===== src/rtl/transfer_receiver.sv =====
// transfer_receiver: recovers the scanner's serial link (clkIn/dataIn) into a show-ahead FIFO.
// Define TRANSFER_RECEIVER_PARITY_EN to expect a trailing even-parity bit on every frame.
module transfer_receiver #(
  parameter int WIDTH   = 8,
  parameter int DEPTH   = 4,
  parameter int TIMEOUT = 64
) (
  input  logic                     clk,
  input  logic                     rst,
  input  logic                     clkIn,
  input  logic                     dataIn,
  output logic                     readyForTransfer,
  output logic [WIDTH-1:0]         dataOut,
  output logic                     dataValid,
  input  logic                     dataRead,
  output logic [$clog2(DEPTH):0]   byteCount,
  output logic                     overflow,
  output logic                     timeoutError,
  output logic                     parityError,
  input  logic                     errorClear,
  output logic [1:0]               ps
);

`ifdef TRANSFER_RECEIVER_PARITY_EN
  localparam int FRAME = WIDTH + 1;
`else
  localparam int FRAME = WIDTH;
`endif
  localparam int AW = $clog2(DEPTH);
  localparam int CW = AW + 1;
  localparam int BW = $clog2(FRAME + 1);
  localparam int TW = $clog2(TIMEOUT);

  typedef enum logic [1:0] {
    IDLE = 2'b00,
    RECV = 2'b01,
    PUSH = 2'b10
  } state_t;

  logic             r_clk_s1, r_clk_s2, r_clk_s3;
  logic             r_dat_s1, r_dat_s2;
  state_t           r_state;
  logic [BW-1:0]    r_bit_cnt;
  logic [TW-1:0]    r_to_cnt;
  logic [FRAME-1:0] r_shift;
  logic             r_overflow;
  logic             r_timeout_err;
  logic [WIDTH-1:0] r_mem [DEPTH];
  logic [AW-1:0]    r_wr_ptr, r_rd_ptr;
  logic [CW-1:0]    r_count;
  logic             r_ready;

  logic             w_edge, w_full, w_empty, w_pop, w_push, w_frame_ok, w_ovf_drop;
  logic [CW-1:0]    w_count_next;

  // NOTE: every clocked register uses non-blocking assignment so all flops sample pre-edge values.
  always_ff @(posedge clk or posedge rst) begin
    if (rst) begin
      r_clk_s1 <= 1'b0;
      r_clk_s2 <= 1'b0;
      r_clk_s3 <= 1'b0;
      r_dat_s1 <= 1'b0;
      r_dat_s2 <= 1'b0;
    end else begin
      r_clk_s1 <= clkIn;
      r_clk_s2 <= r_clk_s1;
      r_clk_s3 <= r_clk_s2;
      r_dat_s1 <= dataIn;
      r_dat_s2 <= r_dat_s1;
    end
  end

  assign w_edge  = r_clk_s2 & ~r_clk_s3;
  assign w_full  = (r_count == CW'(DEPTH));
  assign w_empty = (r_count == '0);
  assign w_pop   = dataRead & ~w_empty;

`ifdef TRANSFER_RECEIVER_PARITY_EN
  logic r_parity_err;
  assign w_frame_ok  = ~^r_shift;
  assign parityError = r_parity_err;
`else
  assign w_frame_ok  = 1'b1;
  assign parityError = 1'b0;
`endif

  assign w_push     = (r_state == PUSH) & w_frame_ok & (~w_full | w_pop);
  assign w_ovf_drop = (r_state == PUSH) & w_frame_ok & w_full & ~w_pop;

  // Clears are written first so a same-cycle set (later assignment) takes precedence.
  always_ff @(posedge clk or posedge rst) begin
    if (rst) begin
      r_state       <= IDLE;
      r_bit_cnt     <= '0;
      r_to_cnt      <= '0;
      r_shift       <= '0;
      r_overflow    <= 1'b0;
      r_timeout_err <= 1'b0;
`ifdef TRANSFER_RECEIVER_PARITY_EN
      r_parity_err  <= 1'b0;
`endif
    end else begin
      if (errorClear) begin
        r_overflow    <= 1'b0;
        r_timeout_err <= 1'b0;
`ifdef TRANSFER_RECEIVER_PARITY_EN
        r_parity_err  <= 1'b0;
`endif
      end
      case (r_state)
        IDLE, PUSH: begin
          if (w_ovf_drop) r_overflow <= 1'b1;
`ifdef TRANSFER_RECEIVER_PARITY_EN
          if (r_state == PUSH && !w_frame_ok) r_parity_err <= 1'b1;
`endif
          r_bit_cnt <= '0;
          r_to_cnt  <= '0;
          r_state   <= IDLE;
          // An edge seen while pushing already belongs to the next word.
          if (w_edge) begin
            r_shift   <= {{(FRAME-1){1'b0}}, r_dat_s2};
            r_bit_cnt <= BW'(1);
            r_state   <= RECV;
          end
        end
        RECV: begin
          if (w_edge) begin
            r_shift   <= {r_shift[FRAME-2:0], r_dat_s2};
            r_bit_cnt <= r_bit_cnt + BW'(1);
            r_to_cnt  <= '0;
            if (r_bit_cnt == BW'(FRAME - 1)) r_state <= PUSH;
          end else if (r_to_cnt == TW'(TIMEOUT - 1)) begin
            r_bit_cnt     <= '0;
            r_to_cnt      <= '0;
            r_timeout_err <= 1'b1;
            r_state       <= IDLE;
          end else begin
            r_to_cnt <= r_to_cnt + TW'(1);
          end
        end
        default: r_state <= IDLE;
      endcase
    end
  end

  // NOTE: the storage array is deliberately not reset; dataOut is gated by occupancy instead.
  always_ff @(posedge clk) begin
    if (w_push) r_mem[r_wr_ptr] <= r_shift[FRAME-1 -: WIDTH];
  end

  // NOTE: the default assignment first keeps this block free of inferred latches.
  always_comb begin
    w_count_next = r_count;
    if (w_push && !w_pop)      w_count_next = r_count + CW'(1);
    else if (!w_push && w_pop) w_count_next = r_count - CW'(1);
  end

  always_ff @(posedge clk or posedge rst) begin
    if (rst) begin
      r_wr_ptr <= '0;
      r_rd_ptr <= '0;
      r_count  <= '0;
      r_ready  <= 1'b1;
    end else begin
      if (w_push) r_wr_ptr <= r_wr_ptr + AW'(1);
      if (w_pop)  r_rd_ptr <= r_rd_ptr + AW'(1);
      r_count <= w_count_next;
      r_ready <= (w_count_next != CW'(DEPTH));
    end
  end

  assign dataOut          = w_empty ? '0 : r_mem[r_rd_ptr];
  assign dataValid        = ~w_empty;
  assign byteCount        = r_count;
  assign readyForTransfer = r_ready;
  assign overflow         = r_overflow;
  assign timeoutError     = r_timeout_err;
  assign ps               = r_state;

endmodule


===== config.mk =====
export PLATFORM = sky130hd
export DESIGN_NAME = transfer_receiver
export DESIGN_NICKNAME = d
export VERILOG_FILES = /design/src/rtl/transfer_receiver.sv
export SDC_FILE = /design/constraint.sdc
export NUM_CORES = 1
export LEC_CHECK = 0
export BUFFER_PORTS_ARGS = -buffer_cell sky130_fd_sc_hd__buf_2
export CAP_MARGIN = 20
export CORE_UTILIZATION = 35
export CTS_BUF_LIST = sky130_fd_sc_hd__clkbuf_16
export CTS_CLUSTER_SIZE = 14
export DETAILED_ROUTE_END_ITERATION = 8
export PLACE_DENSITY = 0.5
export REMOVE_ABC_BUFFERS = 1
export SYNTH_ARGS = -nofsm -noshare
export SYNTH_HDL_FRONTEND = slang
export SYNTH_SLANG_ARGS = --single-unit

===== constraint.sdc =====
create_clock -name clk -period 2.3 [get_ports clk]
set_clock_uncertainty 0.2 [all_clocks]
set_input_delay 0.46 -clock clk [delete_from_list [all_inputs] [get_ports clk]]
set_output_delay 0.46 -clock clk [all_outputs]
set_load 0.01 [all_outputs]

==> results.txt <==
status = complete, no violations
antenna diode count = 0
Most used DFF post-synth = dfrtp_1
CTS tree = yes
first-pass detailed-route iteration total = 4
final non-filler cell total = 371
Worst Tran Pin Value = 0.6288 ns
Leak Pwr = 1.435 nW
power per cell area = 1071 nW/um2
Die Height = 93.97 um
RSZ-0062 raised after global routing = true
Cells after DPL = 352
Req. time, crit path = 1.64 ns
largest family of logic cells by synthesized area = simple AND/OR/NAND/NOR gates
die area = 8829 um2
xor and xnor area share after synthesis = 1.183%
nets = 276
Final Util = 44.18%
Slew headroom = 58.08%
Worst EP arrival = 1.63 ns
Syn Std Cell Area = 2960 um2
CTS sink count = 67
ys async rst share = 52.24%
Setup violations, final = 0
Max clock buf depth = 2
GR Overflow Total = 0
Initial Util = 36.03%
GRT Resource Usage Total = 13.06%
Filler Cells Inserted = 750
clock root buffer = clkbuf_16
Tot Pwr = 0.003886 W
via count = 1834
Final Hold Vio Count = 0
post-route cell area = 3630 um2
crit end category = primary output
max-cap viol count = 0
post-synthesis sequential area ratio = 62.09%
Core Region = 8217 um2
Ports = 24
CP cell instances = clkbuf_16 > mux4_2 > and2_1 > buf_2
hold_buf cts = 0
Final period util = 99.37%
WL final = 5335 um
total number of yosys warnings = 0
DRC Markers = 0
Period minus WS final = 2.285 ns
vias in the first global route = 1719
most common cell after layout, fill and taps aside = dfrtp_1
largest net degree at the start of global routing = 36
Peak VDD IR = 0.4623 mV
area grow syn2layout = 22.61%
#FFs+latches synth = 67
1st-iter DRT viols = 49
fmax = 437.6 MHz
Final Wtd Congestion = 0.7386
startpoint types = flop
worst-path fanout max = 4
H-tree depth = 3
Slew Limit Fails = 0
Compound-Gate Fraction of Synth Area = 8.707%
clk slew on worst S/H paths = 0.06 ns
number of synthesized flops with an enable pin = 32
post-synthesis mux area share = 7.227%
DP Area = 3243 um2
Worst Hold Class = in2async
Worst-Skew Late Latency = 0.32 ns
Mapped Avg Cell Area = 13.10 um2
CP max stage delay = 0.47 ns
Routed Antenna Nets = 0
Mapped Cells = 226
dpl hpwl = 3516 um
Die X-Extent = 93.97 um
IO buf count = 22
Site Rows = 33
CP max stage cell = mux4_2
area fraction in and, or, nand and nor cells after synthesis = 13.91%
adder-cell share of the synthesized area = 3.804%
Via-to-Cell Ratio = 4.943
kind of critical path = reg2out
synth unique cells = 43
Crit path max-delay family = multiplexers
initial antenna violation count = 0
post-route setup TNS = 0 ns
number of buffers created by CTS = 9
WL/cell = 14.38 um
first-pass GRT wire length = 8652 um
worst path bufs/invs = 2
share of layout cells above drive strength 1 = 27.07%
commonest non-fill, non-tap cells in the layout = dfrtp_1 (33), edfxtp_1 (32), buf_2 (18), nand2_1 (16), buf_4 (12)
repair_timing:
action,4_1_cts,5_1_grt
gates cloned,0,1
resized for setup,1,10
endpoints found under the setup margin,8,8
buffers inserted,1,1
pin swaps,0,8
power breakdown:
part | internal, W | switching, W | total (W)
Sequential | 0.00137 | 0.000135 | 0.00151
Clock | 0.000845 | 0.000512 | 0.00136
Combinational | 0.000600 | 0.000422 | 0.00102
Total | 0.00282 | 0.00107 | 0.00389
per-stage QoR:
stage	hold slack, ns	setup WS (ns)
after floorplan	0.1312	0.1128
after global placement	0.1334	0.2846
after detailed placement	0.1394	0.2734
after CTS	0.03154	0.0001571
after global routing	0.02885	-0.05567
final	0.03028	0.01456
routing by layer:
layer / track usage, % / vias to the layer above / part of all wire, %
li1: - / 904 / -
met4: 5.769 / 0 / 1.3
met2: 19.46 / 22 / 45
met1: 18.35 / 901 / 51
met3: 2.670 / 7 / 2.2
met5: 0 / - / 0
cell usage after synthesis, drive strengths merged (2+ instances only):
master	n	area [um2]
a22oi	2	15.01
nand2	16	60.06
a31oi	4	31.28
nor3	2	10.01
or2	2	12.52
nand2b	4	25.02
dfrtp	34	850.8
a32o	2	20.02
clkbuf	6	22.52
nor4	3	18.77
nor3b	8	65.06
edfxtp	32	960.9
buf	6	31.28
nor2	9	33.78
nand3	7	35.03
nand3b	2	15.01
o31ai	2	15.01
mux4	8	180.2
and3	3	18.77
mux2	3	33.78
a21oi	10	50.05
inv	9	33.78
o32ai	2	17.52
ha	9	112.6
o21ai	10	50.05
and2	12	75.07
xnor2	4	35.03
nor2b	4	25.02
a22o	2	17.52
state kept, by name, indices dropped and copies added (netlist names), 2 cells and up:
register   flops
r_bit_cnt      4
r_rd_ptr       2
byteCount      3
r_to_cnt       6
ps             2
r_shift        8
r_mem         32
r_wr_ptr       2
layout make-up:
cell class | instances | area [um2] | area share, %
tap | 105 | 131.4 | 3.619
clock buffer | 9 | 225.2 | 6.205
clock inverter | 7 | 77.57 | 2.137
multi-input combinational | 138 | 1052 | 28.99
timing repair buffer | 36 | 270.3 | 7.446
inverter | 9 | 33.78 | 0.9307
sequential | 67 | 1839 | 50.67
kinds of logic (layout without fill, tap and decap cells):
family,count (synthesis),after routing
other cells,1,1
mux,11,11
buf+inv,21,61
simple gates,74,74
xor+xnor,4,4
flops,67,67
compound gates,39,39
fa+ha+maj,9,9
path summary, 6_finish.rpt:
| kind | from | to | slack (ns) | depth (start not counted) |
|---|---|---|---|---|
| max in group asynchronous | rst | readyForTransfer | 1.51 | 3 |
| setup reg to reg | byteCount[0] | r_mem[0][5] | 0.25 | 7 |
| min in group clk | clkIn | r_clk_s1 | 0.04 | 1 |
| hold / removal | rst | r_dat_s1 | 0.03 | 3 |
| hold reg to reg | r_clk_s1 | r_clk_s2 | 0.16 | 0 |
| setup / recovery | r_rd_ptr[0] | dataOut[2] | 0.01 | 4 |
tightest hold or removal path, stage by stage:
cell	delay, ns
buf_2	0.09
inv_1	0.04
buf_4	0.38
Note: power is estimated with default switching activity, not from simulation.
